## src/rtl/elevator_car_ctrl.sv

```systemverilog
// SCAN-scheduled elevator car: steps floor by floor, sequences the door and
// returns a one-cycle clear pulse for every floor it services.
module elevator_car_ctrl #(
    parameter int NUM_FLOORS        = 8,
    parameter int FLOOR_BITS        = 3,
    parameter int TRAVEL_CYCLES     = 4,
    parameter int DOOR_OPEN_CYCLES  = 6,
    parameter int DOOR_CLOSE_CYCLES = 2
) (
    input  logic                  clk,
    input  logic                  rst,
    input  logic [NUM_FLOORS-1:0] requests,
    input  logic                  emergency_stop,
    output logic [NUM_FLOORS-1:0] clear_req,
    output logic [FLOOR_BITS-1:0] current_floor,
    output logic [1:0]            door,
    output logic                  up,
    output logic                  down,
    output logic                  idle,
    output logic                  estop
);

    localparam int TMAX_A = (TRAVEL_CYCLES > DOOR_OPEN_CYCLES) ? TRAVEL_CYCLES : DOOR_OPEN_CYCLES;
    localparam int TMAX   = (TMAX_A > DOOR_CLOSE_CYCLES) ? TMAX_A : DOOR_CLOSE_CYCLES;
    localparam int TW     = $clog2(TMAX + 1);

    localparam logic [TW-1:0]         TRAVEL_LOAD = TW'(TRAVEL_CYCLES);
    localparam logic [TW-1:0]         OPEN_LOAD   = TW'(DOOR_OPEN_CYCLES);
    localparam logic [TW-1:0]         CLOSE_LOAD  = TW'(DOOR_CLOSE_CYCLES);
    localparam logic [TW-1:0]         TIMER_LAST  = TW'(1);
    localparam logic [FLOOR_BITS-1:0] TOP_FLOOR   = FLOOR_BITS'(NUM_FLOORS - 1);

    localparam logic [1:0] DOOR_CLOSED  = 2'b00;
    localparam logic [1:0] DOOR_OPENED  = 2'b01;
    localparam logic [1:0] DOOR_CLOSING = 2'b10;

    typedef enum logic [2:0] {
        S_IDLE,
        S_MOVE,
        S_DOOR_OPEN,
        S_DOOR_CLOSE,
        S_ESTOP
    } state_t;

    state_t                  state_q, state_d;
    state_t                  prior_q, prior_d;
    logic                    dir_up_q, dir_up_d;
    logic [FLOOR_BITS-1:0]   floor_q, floor_d;
    logic [TW-1:0]           timer_q, timer_d;
    logic [NUM_FLOORS-1:0]   clear_q, clear_d;
    logic [1:0]              door_q, door_d;
    logic                    up_q, up_d;
    logic                    down_q, down_d;
    logic                    idle_q, idle_d;
    logic                    estop_q, estop_d;

    logic                    here, ahead, behind;
    logic                    at_end, step_dir, here_step, ahead_step;
    logic [FLOOR_BITS-1:0]   step_floor;

    function automatic logic [NUM_FLOORS-1:0] onehot(input logic [FLOOR_BITS-1:0] f);
        onehot    = '0;
        onehot[f] = 1'b1;
    endfunction

    function automatic logic pending_beyond(input logic [NUM_FLOORS-1:0] req,
                                            input logic [FLOOR_BITS-1:0] f,
                                            input logic                  toward_up);
        pending_beyond = 1'b0;
        for (int i = 0; i < NUM_FLOORS; i++) begin
            if (req[i] && (toward_up ? (i > int'(f)) : (i < int'(f))))
                pending_beyond = 1'b1;
        end
    endfunction

    assign here   = requests[floor_q];
    assign ahead  = pending_beyond(requests, floor_q, dir_up_q);
    assign behind = pending_beyond(requests, floor_q, ~dir_up_q);

    // A step that would leave the shaft turns the car around in place instead.
    assign at_end     = dir_up_q ? (floor_q == TOP_FLOOR) : (floor_q == '0);
    assign step_dir   = at_end ? ~dir_up_q : dir_up_q;
    assign step_floor = at_end ? floor_q : (dir_up_q ? floor_q + 1'b1 : floor_q - 1'b1);
    assign here_step  = requests[step_floor];
    assign ahead_step = pending_beyond(requests, step_floor, step_dir);

    always_comb begin
        state_d  = state_q;
        prior_d  = prior_q;
        dir_up_d = dir_up_q;
        floor_d  = floor_q;
        timer_d  = timer_q;
        clear_d  = '0;

        if (emergency_stop) begin
            state_d = S_ESTOP;
            if (state_q != S_ESTOP)
                prior_d = state_q;
        end else begin
            case (state_q)
                S_IDLE: begin
                    if (here) begin
                        state_d = S_DOOR_OPEN;
                        timer_d = OPEN_LOAD;
                        clear_d = onehot(floor_q);
                    end else if (ahead || behind) begin
                        state_d  = S_MOVE;
                        timer_d  = TRAVEL_LOAD;
                        dir_up_d = ahead ? dir_up_q : ~dir_up_q;
                    end
                end
                S_MOVE: begin
                    if (timer_q == TIMER_LAST) begin
                        floor_d  = step_floor;
                        dir_up_d = step_dir;
                        if (here_step) begin
                            state_d = S_DOOR_OPEN;
                            timer_d = OPEN_LOAD;
                            clear_d = onehot(step_floor);
                        end else if (ahead_step) begin
                            timer_d = TRAVEL_LOAD;
                        end else begin
                            state_d = S_IDLE;
                        end
                    end else begin
                        timer_d = timer_q - 1'b1;
                    end
                end
                S_DOOR_OPEN: begin
                    // The request that opened the door is still visible during its own clear pulse.
                    if (here && !clear_q[floor_q]) begin
                        timer_d = OPEN_LOAD;
                        clear_d = onehot(floor_q);
                    end else if (timer_q == TIMER_LAST) begin
                        state_d = S_DOOR_CLOSE;
                        timer_d = CLOSE_LOAD;
                    end else begin
                        timer_d = timer_q - 1'b1;
                    end
                end
                S_DOOR_CLOSE: begin
                    if (here) begin
                        state_d = S_DOOR_OPEN;
                        timer_d = OPEN_LOAD;
                        clear_d = onehot(floor_q);
                    end else if (timer_q == TIMER_LAST) begin
                        if (ahead || behind) begin
                            state_d  = S_MOVE;
                            timer_d  = TRAVEL_LOAD;
                            dir_up_d = ahead ? dir_up_q : ~dir_up_q;
                        end else begin
                            state_d = S_IDLE;
                        end
                    end else begin
                        timer_d = timer_q - 1'b1;
                    end
                end
                S_ESTOP: begin
                    case (prior_q)
                        S_MOVE: state_d = S_MOVE;
                        S_DOOR_OPEN, S_DOOR_CLOSE: begin
                            state_d = S_DOOR_OPEN;
                            timer_d = OPEN_LOAD;
                        end
                        default: state_d = S_IDLE;
                    endcase
                end
                default: state_d = S_IDLE;
            endcase
        end

        case (state_d)
            S_DOOR_OPEN:  door_d = DOOR_OPENED;
            S_DOOR_CLOSE: door_d = DOOR_CLOSING;
            S_ESTOP:      door_d = door_q;
            default:      door_d = DOOR_CLOSED;
        endcase
        up_d    = (state_d == S_MOVE) && dir_up_d;
        down_d  = (state_d == S_MOVE) && !dir_up_d;
        idle_d  = (state_d == S_IDLE);
        estop_d = (state_d == S_ESTOP);
    end

    always_ff @(posedge clk or negedge rst) begin
        if (!rst) begin
            state_q  <= S_IDLE;
            prior_q  <= S_IDLE;
            dir_up_q <= 1'b1;
            floor_q  <= '0;
            timer_q  <= '0;
            clear_q  <= '0;
            door_q   <= DOOR_CLOSED;
            up_q     <= 1'b0;
            down_q   <= 1'b0;
            idle_q   <= 1'b1;
            estop_q  <= 1'b0;
        end else begin
            state_q  <= state_d;
            prior_q  <= prior_d;
            dir_up_q <= dir_up_d;
            floor_q  <= floor_d;
            timer_q  <= timer_d;
            clear_q  <= clear_d;
            door_q   <= door_d;
            up_q     <= up_d;
            down_q   <= down_d;
            idle_q   <= idle_d;
            estop_q  <= estop_d;
        end
    end

    assign clear_req     = clear_q;
    assign current_floor = floor_q;
    assign door          = door_q;
    assign up            = up_q;
    assign down          = down_q;
    assign idle          = idle_q;
    assign estop         = estop_q;

endmodule
```

## config.mk

```make
export PLATFORM = sky130hd
export DESIGN_NAME = elevator_car_ctrl
export DESIGN_NICKNAME = d
export VERILOG_FILES = /design/src/rtl/elevator_car_ctrl.sv
export SDC_FILE = /design/constraint.sdc
export NUM_CORES = 1
export LEC_CHECK = 0
export CORE_MARGIN = 3
export CORE_UTILIZATION = 25
export DETAILED_ROUTE_END_ITERATION = 10
export RECOVER_POWER = 25
export REMOVE_ABC_BUFFERS = 1
export SLEW_MARGIN = 20
export SYNTH_ARGS = -nofsm -noshare
export SYNTH_HDL_FRONTEND = slang
export SYNTH_SLANG_ARGS = --single-unit
```

## constraint.sdc

```tcl
create_clock -name clk -period 3.6 [get_ports clk]
set_clock_uncertainty 0.1 [all_clocks]
set_input_delay 0.54 -clock clk [delete_from_list [all_inputs] [get_ports clk]]
set_output_delay 0.54 -clock clk [all_outputs]
set_load 0.005 [all_outputs]
```

* After elaboration in Yosys (flattened, before gate mapping)
Cells that the tools add are included.
** Word-level totals
- Register bits after elaboration :: 27
- Input bits :: 11
- Output and inout port bits :: 17
- Word-level logic and storage cells :: 206
** Cells by class
- $add $sub $neg :: 3
- Magnitude comparators :: 32
- Eq/ne operators :: 16
- Mux-type cells :: 101
- Bitwise operators :: 2
- Reduce and logical (&&, ||, !) cells :: 41
** Operators by type and width (count)
- 2-to-1 mux 3 bit :: 22
- 2-to-1 mux 1 bit :: 63
- 2-to-1 mux 8 bit :: 5
- one-hot mux 3 bit (5 select lines) :: 2
- logical AND 1 bit :: 29
- greater-than comparator 3 bit, first input constant :: 8
- one-hot mux 8 bit (3 select lines) :: 1
- == test 3 x 2 -> 1 bit, second input constant :: 6
- less-than comparator 3 bit, first input constant :: 6
- == test 3 x 1 -> 1 bit, second input constant :: 4
- greater-than comparator 2 x 3 -> 1 bit, first input constant :: 4
- less-than comparator 1 x 3 -> 1 bit, first input constant :: 4
- less-than comparator 2 x 3 -> 1 bit, first input constant :: 4
- binary-select mux 1 bit (select 3 bit) :: 3
- == test 3 bit, second input constant :: 3
- logical NOT 3 bit :: 3
- less-than comparator 3 x 4 -> 1 bit, second input constant :: 2
- demux 1 bit (select 3 bit) :: 2
- >= comparator 3 x 1 -> 1 bit, second input constant :: 2
- greater-than comparator 1 x 3 -> 1 bit, first input constant :: 2
- one-hot mux 2 bit (3 select lines) :: 1
- subtractor 3 x 1 -> 3 bit, second input constant :: 2
- nonzero test 5 bit :: 1
- != test 4 bit, second input constant :: 1
- 12 further kinds :: 15

* Logic depth before layout (Yosys ltp)
Gate-level depths: netlist of the first run.
- Word-level depth :: 21
- Mapped depth :: 11
- Depth with buffers taken out :: 10

* Least setup slack after synthesis of the first run
Ideal clock, no wire load.
- Path kind :: register to register
- Start point :: register floor_q[0] (netlist: current_floor[0])
- End point :: register idle_q (netlist: idle)
- Setup time :: 0.063 ns
- Arrival :: 2.824 ns
- Data required time :: 3.437 ns
- Path slack :: 0.613 ns
- Cell stages (with the launch flop) :: 11
- Period minus slack after synthesis :: 2.987 ns
- Cell sequence :: dfrtp_1 -> inv_1 -> ha_1 -> nand2b_1 -> mux4_2 -> a311oi_1 -> o21ai_0 -> nand2_1 -> nand4_1 -> a31oi_1 -> and3b_1
** Between the ends
- Longest elaborated chain between the ends :: 20
** Ends and longest elaborated chain
- from (decl) :: RTL line 48 : logic [FLOOR_BITS-1:0] floor_q, floor_d;
- from (signal assigned) :: RTL line 201 : floor_q <= floor_d;
- subtractor 3 x 1 -> 3 bit, or another cell as far along :: RTL line 83 : assign step_floor = at_end ? floor_q : (dir_up_q ? floor_q + 1'b1 : floor_q - 1'b1);
- 2-to-1 mux 3 bit / 2-to-1 mux 1 bit (equally long branches) :: RTL line 83, 81
- 2-to-1 mux 3 bit :: RTL line 83
- less-than comparator 1 x 3 -> 1 bit :: RTL line 71 : if (req[i] && (toward_up ? (i > int'(f)) : (i < int'(f))))
- 2-to-1 mux 1 bit :: RTL line 71
- logical AND 1 bit :: RTL line 71
- 2-to-1 mux 1 bit (8 in series) :: RTL line 71
- 2-to-1 mux 3 bit :: RTL line 120 : end else if (ahead_step) begin
- 2-to-1 mux 3 bit :: RTL line 116 : if (here_step) begin
- 2-to-1 mux 3 bit :: RTL line 113 : if (timer_q == TIMER_LAST) begin
- one-hot mux 3 bit (5 select lines) (*) :: RTL line 100 : case (state_q)
- 2-to-1 mux 3 bit (*) :: RTL line 95 : if (emergency_stop) begin
- logical NOT 3 bit (*) :: RTL line 180 : idle_d = (state_d == S_IDLE);
- via idle_d :: RTL line 54 : logic idle_q, idle_d;
- to (signal assigned) :: RTL line 207 : idle_q <= idle_d;
- to (decl) :: RTL line 54
The timed path passes the listed nets; every way through them passes the cells marked *. The select of a mux whose other input is x is not followed.
A chain may end at the register's enable or synchronous reset.

* Worst setup path in the final report of the first run
- Start point :: register floor_q[1] (netlist: current_floor[1])
- End point :: register door_q[1] (netlist: door[1])
** Between the ends
- Longest elaborated chain between the ends :: 21
** Ends and longest elaborated chain
- subtractor 3 x 1 -> 3 bit, or another cell as far along :: RTL line 83
- 2-to-1 mux 3 bit / 2-to-1 mux 1 bit (equally long branches) :: RTL line 83, 81
- 2-to-1 mux 3 bit :: RTL line 83
- less-than comparator 1 x 3 -> 1 bit :: RTL line 71
- 2-to-1 mux 1 bit :: RTL line 71
- logical AND 1 bit :: RTL line 71
- 2-to-1 mux 1 bit (8 in series) :: RTL line 71
- 2-to-1 mux 3 bit :: RTL line 120
- 2-to-1 mux 3 bit :: RTL line 116
- 2-to-1 mux 3 bit :: RTL line 113
- one-hot mux 3 bit (5 select lines) (*) :: RTL line 100
- 2-to-1 mux 3 bit (*) :: RTL line 95
- == test 3 bit / == test 3 x 2 -> 1 bit (equally long branches) :: RTL line 172 : case (state_d)
- one-hot mux 2 bit (3 select lines) :: RTL line 172
- to (signal assigned) :: RTL line 204 : door_q <= door_d;
- to (decl) :: RTL line 51 : logic [1:0] door_q, door_d;
Every way passes the cells marked *; elsewhere a longest branch is shown, timed or not. The select of a mux whose other input is x is not followed.

==> impl_metrics.json, run 1 <==
{
  "synth_cells": 327,
  "cp-startpoint": "current_floor[1]$_DFFE_PN0P_",
  "wire_per_inst_um": 16.1,
  "start_util_pct": 25.9,
  "critPathKind": "reg2reg",
  "place_area_um2": 3060,
  "clkLatencyLatePin_ns": 0.28,
  "fp.dieH_um": 107,
  "hold_end": "prior_q[0]$_DFFE_PN0P_",
  "cp.arrival_ns": 3.41,
  "crit_required_ns": 3.69,
  "synth_top_flop_cell": "dfrtp_1",
  "numPortBuffers": 27,
  "start_kind": "register",
  "synth_top_family_by_area": "compound AO/OA/AOI/OAI gates",
  "r2r_slack_ns": 0.28,
  "grt_max_degree": 28,
  "drv_slew": 0,
  "cts_max_path_buffers": 2,
  "dieArea_um2": 11500,
  "relSlewSlack_pct": 1.01,
  "p_sw_mw": 0.469,
  "hp-class": "reg2reg",
  "holdCritStartpoint": "prior_q[0]$_DFFE_PN0P_",
  "antenna_found_initial": 0,
  "synthesis.area_um2": 2560,
  "area_growth_pct": 21.4,
  "stdcell_area_um2": 3100,
  "cap_violations": 0,
  "synth-xor-area-share_pct": 0.685,
  "tritoncts": "yes",
  "die_w_um": 107,
  "timing.rr.end": "door[1]$_DFFE_PN0N_",
  "swShare_pct": 41.6,
  "drt_iter0_drc": 200,
  "grt_first_pass_wirelength_um": 13100,
  "synth_edf_count": 0,
  "drive_gt1_share_pct": 13.1,
  "overflow": 0,
  "cts_setup_buffers": 0,
  "vias": 2767,
  "clk_pin_slew_ns": 0.10,
  "synth_top_area_share_pct": 24.5,
  "grt_pass1_vias": 2600,
  "cts.sinks": 27,
  "grt.total_usage_pct": 13.9,
  "tns_ns": 0,
  "ys_warn_count": 0,
  "synthMuxAreaShare_pct": 5.48,
  "wirelength_um": 7920,
  "path_max_fanout": 13,
  "hold_path_depth": 1,
  "fp.coreArea_um2": 9860,
  "htreeDepth": 1,
  "worst_pin_slew_ns": 1.48,
  "gp_congestion": 0.952,
  "synth_area_leaders": "dfrtp_1 24%, nor2_1 5.9%, o21ai_0 4.5%, a21oi_1 4.3%, ha_1 3.9%",
  "dp.final_hpwl_um": 6020,
  "rr_worst_depth": 13,
  "rsz0062_at_grt": "false",
  "synth_seq_cells": 27,
  "async_flop_share_pct": 100,
  "cts_buffers": 3,
  "layout.nets": 378,
  "clock.fmax_ghz": 0.301,
  "power.internal_mw": 0.659,
  "vias_per_cell": 5.64,
  "seqPwrFrac_pct": 36.1,
  "num_rows": 36,
  "dr.pass1.iters": 4,
  "final_cell_mix": "40 x nor2_1, 26 x clkdlybuf4s50_1, 24 x dfrtp_1",
  "synth-compound-area-share_pct": 32.8,
  "setup.worst_path.end_class": "register",
  "ctsHoldBuffers": 0,
  "yosys.area.top_type": "dfrtp_1",
  "antenna_cells": 0,
  "ios": 28,
  "cts_resized": 0,
  "reg2reg_from": "current_floor[1]$_DFFE_PN0P_",
  "peakVddDrop_mv": 0.148,
  "syn_area_per_cell_um2": 7.82,
  "cts-root-buf": "clkbuf_8",
  "synthAdderAreaFrac_pct": 3.92,
  "powerDensity_nw_per_um2": 363,
  "hold_ws_ns": 0.418,
  "synth_simple_gate_area_share_pct": 23.8,
  "p_comb_share_pct": 47.1,
  "utilization_pct": 31.5,
  "ys_types": 64,
  "seq_area_frac_synth_pct": 26.5,
  "route.detailed.drc": 0,
  "min_period_ns": 3.32,
  "status": "completed",
  "post-place-ws_ns": 0.214,
  "finalSetupViolCount": 0,
  "timing.final.crit_share_pct": 92.3,
  "clkPwrFrac_pct": 16.8,
  "final_common_cell": "nor2_1",
  "total_leakage_power_nw": 1.18,
  "finalWorstSetupSlack_ns": 0.278,
  "hold_viol_final": 0,
  "antenna_left": 0
}
registers in the layout (all words and copies together) (netlist names):
signal	flops
clear_req	8
current_floor	3
dir_up_q	1
door	2
down	1
estop	1
idle	1
prior_q	3
state_q	3
timer_q	3
up	1
metal layers:
metal / vias up / share of wire (%) / wire length [um] / global-route usage [%]
met5: - / 0 / 0 / 0
met4: 0 / 2.4 / 192 / 4.84
met2: 149 / 47 / 3700 / 22.3
met1: 1298 / 42 / 3350 / 18.7
li1: 1299 / - / - / -
met3: 21 / 8.6 / 681 / 2.53
power groups by stage:
stage	clock (mW)	sequential (mW)	combinational [mW]
floorplan	0	0.400	0.346
global placement	0	0.409	0.518
detailed placement	0	0.411	0.523
CTS	0.193	0.406	0.524
global route	0.208	0.416	0.586
finish	0.190	0.407	0.532
per-stage QoR:
| step | power [mW] | instances |
|---|---|---|
| global route | 1.21 | 491 |
| CTS | 1.12 | 491 |
| global placement | 0.928 | 487 |
| finish | 1.13 | 491 |
| detailed placement | 0.934 | 487 |
| floorplan | 0.746 | 305 |
cells by family (layout without fill, tap and decap cells):
family | after synthesis | in the layout
compound gates | 122 | 122
xor+xnor | 2 | 2
fa+ha+maj | 8 | 8
buf+inv | 41 | 72
flops | 27 | 27
mux | 8 | 8
simple gates | 119 | 119
area by class of cell:
cell class              instances  area [um^2]
fillers                      1047         6760
inverters                      19         71.3
repair buffers                 49          432
multi-input cells             259         1710
clock buffers                   3         41.3
clock inverters                 1         8.76
well taps                     133          166
flip-flops and latches         27          679
Yosys cell counts (5+ instances only):
cell      number
nor2_1        40
dfrtp_1       25
o21ai_0       23
a21oi_1       22
nand2_1       19
inv_1         18
clkbuf_1      13
a41oi_1        8
ha_1           8
nand3_1        8
nor3_1         8
a31oi_1        7
nand2b_1       7
o21ai_1        7
a211oi_1       6
nand4_1        6
and2_1         5
nor2b_1        5
worst max-delay path by stage:
stage                                      to  slack (ns)
after CTS                 door[1]$_DFFE_PN0N_        0.22
after detailed placement       down$_DFF_PN0_        0.21
after global routing           down$_DFF_PN0_        0.05
after global placement         down$_DFF_PN0_        0.24
after floorplan                idle$_DFF_PN1_        0.06
final                     door[1]$_DFFE_PN0N_        0.28
worst max-delay path, cell delays in order, from the launching register on:
cell	delay, ns
dfrtp_1	0.50
inv_2	0.10
buf_4	0.18
ha_1	0.22
nand2b_1	0.08
mux4_2	0.62
a311oi_1	0.27
buf_4	0.19
a31o_1	0.14
o21ai_1	0.06
nand4_1	0.18
a31oi_1	0.13
buf_4	0.18
o31ai_1	0.25
(Power assumes the default switching activity.)
==> inputs of run 2 (changes only) <==
CTS_CLUSTER_SIZE = 10   (was default)
==> results of run 2 <==
Same layout as run 1: the final DEF is identical, and so are final timing and power.
==> inputs of run 3 (changes only) <==
CORE_UTILIZATION = 57   (was 25)
HOLD_SLACK_MARGIN = 0.12   (was default)
PLACE_DENSITY = 0.81   (was default)
==> impl_metrics.json, run 3 (same netlist as run 1, synthesis figures left out) <==
{
  "status": "completed",
  "antenna_cells": 0,
  "cts_setup_buffers": 0,
  "ff_latch_area_um2": 678,
  "ios": 28,
  "drive_gt1_share_pct": 12.3,
  "multi_input_area_um2": 1710,
  "timing.final.crit_share_pct": 92.5,
  "min_period_ns": 3.33,
  "area_growth_pct": 16.8,
  "powerDensity_nw_per_um2": 372,
  "cpMostUsedCell": "buf_4",
  "crit_required_ns": 3.67,
  "cp.arrival_ns": 3.40,
  "start_kind": "register",
  "cp-startpoint": "current_floor[1]$_DFFE_PN0P_",
  "cts-root-buf": "clkbuf_8",
  "hp-class": "reg2reg",
  "largest_register_ffs": 8,
  "tritoncts": "yes",
  "critPathKind": "reg2reg",
  "antenna_left": 0,
  "htreeDepth": 1,
  "cts_buffers": 3,
  "cp_slowest_cell": "mux4_2",
  "rsz0062_at_grt": "false",
  "clk_pin_slew_ns": 0.09,
  "drv_slew": 0,
  "route.detailed.drc": 0,
  "path_cells": "inv_2 -> buf_4 -> ha_1 -> nand2b_1 -> mux4_2 -> a311oi_1 -> buf_4 -> a31o_1 -> o21ai_1 -> nand4_1 -> a31oi_1 -> buf_4 -> nor4b_2",
  "hold_viol_final": 0,
  "layoutNonFillerInstCount": 407,
  "clock.fmax_ghz": 0.300,
  "die_w_um": 73.0,
  "tns_ns": 0,
  "grt_first_pass_wirelength_um": 12800,
  "crit_end": "down$_DFF_PN0_",
  "cts.sinks": 27,
  "numPortBuffers": 27,
  "num_rows": 23,
  "finalSetupViolCount": 0,
  "vias": 2802,
  "overflow": 0,
  "final_cell_mix": "40 x nor2_1, 26 x clkdlybuf4s50_1, 25 x dfrtp_1",
  "grt.total_usage_pct": 30.4,
  "max_stage_delay_ns": 0.63,
  "rr_worst_depth": 13,
  "grt_max_degree": 28,
  "start_util_pct": 61.3,
  "wirelength_um": 7670,
  "total_leakage_power_nw": 1.18,
  "setup.worst_path.end_class": "register",
  "place_area_um2": 2950,
  "reg2reg_from": "current_floor[1]$_DFFE_PN0P_",
  "worst_pin_slew_ns": 1.41,
  "timing.rr.end": "down$_DFF_PN0_",
  "dr.pass1.iters": 6,
  "gp_congestion": 0.942,
  "finalPower_mw": 1.11,
  "fp.coreArea_um2": 4170,
  "r2r_slack_ns": 0.27,
  "grt_pass1_vias": 2582,
  "peakVddDrop_mv": 0.205,
  "layout.nets": 377,
  "fillers": 343,
  "antenna_found_initial": 0,
  "stdcell_area_um2": 2990,
  "clkLatencyLatePin_ns": 0.27,
  "ctsHoldBuffers": 0,
  "cts_max_path_buffers": 2,
  "final_common_cell": "nor2_1",
  "drt_iter0_drc": 430,
  "dieArea_um2": 5320,
  "dp.final_hpwl_um": 5780,
  "relSlewSlack_pct": 5.92,
  "post-place-cells": 403,
  "cap_violations": 0,
  "fp.dieH_um": 73.0,
  "vias_per_cell": 6.88,
  "path_max_fanout": 13,
  "cts_resized": 0,
  "wire_per_inst_um": 18.8
}
run 3: changes by cell type in the layout (fill, tap and decap cells not counted), sizes merged:
cell | previous run | this run
inv | 20 | 19
clkbuf | 4 | 5
buf | 21 | 20
run 3: layout make-up:
type,count,area share [%]
inverter,19,2.39
timing repair buffer,48,14.2
clock buffer,4,1.51
multi-input combinational,259,57.1
sequential,27,22.7
tap,50,2.09
run 3: how the worst min path moves through the flow:
stage,to,startpoint,slack (ns),cells after the start
after floorplan,clear_req[0]$_DFF_PN0_,rst,0.14,0
after global placement,door[1]$_DFFE_PN0N_,door[1]$_DFFE_PN0N_,0.37,2
after detailed placement,prior_q[0]$_DFFE_PN0P_,prior_q[0]$_DFFE_PN0P_,0.39,1
after CTS,door[1]$_DFFE_PN0N_,door[1]$_DFFE_PN0N_,0.41,2
after global routing,prior_q[0]$_DFFE_PN0P_,prior_q[0]$_DFFE_PN0P_,0.42,1
final,door[1]$_DFFE_PN0N_,door[1]$_DFFE_PN0N_,0.40,2
run 3: critical path, delay by kind of cell (launching register included):
kind | cells | cell delay, ns
AOI/OAI and AO/OA | 4 | 0.61
and+or+nand+nor | 3 | 0.59
muxes | 1 | 0.63
DFF | 1 | 0.46
buffers and inverters | 4 | 0.62
adders and majority gates | 1 | 0.22
run 3: per-layer routing:
metal | global-route usage, % | vias to the layer above | routed length, um
met1 | 42.4 | 1287 | 3050
li1 | - | 1292 | -
met4 | 9.43 | 0 | 257
met3 | 4.27 | 32 | 827
met5 | 0 | - | 0
met2 | 48.8 | 191 | 3540
run 3: metrics by stage:
step	setup WS, ns	utilization [%]	hold slack (ns)
2_1_floorplan	0.0642	-	0.144
3_3_place_gp	0.212	70.6	0.365
3_5_place_dp	0.0906	70.6	0.387
4_1_cts	0.318	71.7	0.407
5_1_grt	0.126	71.6	0.420
6_report	0.269	71.6	0.405
run 3: power by group:
| group | switching (mW) | internal, mW |
|---|---|---|
| clock network | 0.0889 | 0.0792 |
| registers | 0.0592 | 0.345 |
| logic | 0.304 | 0.234 |
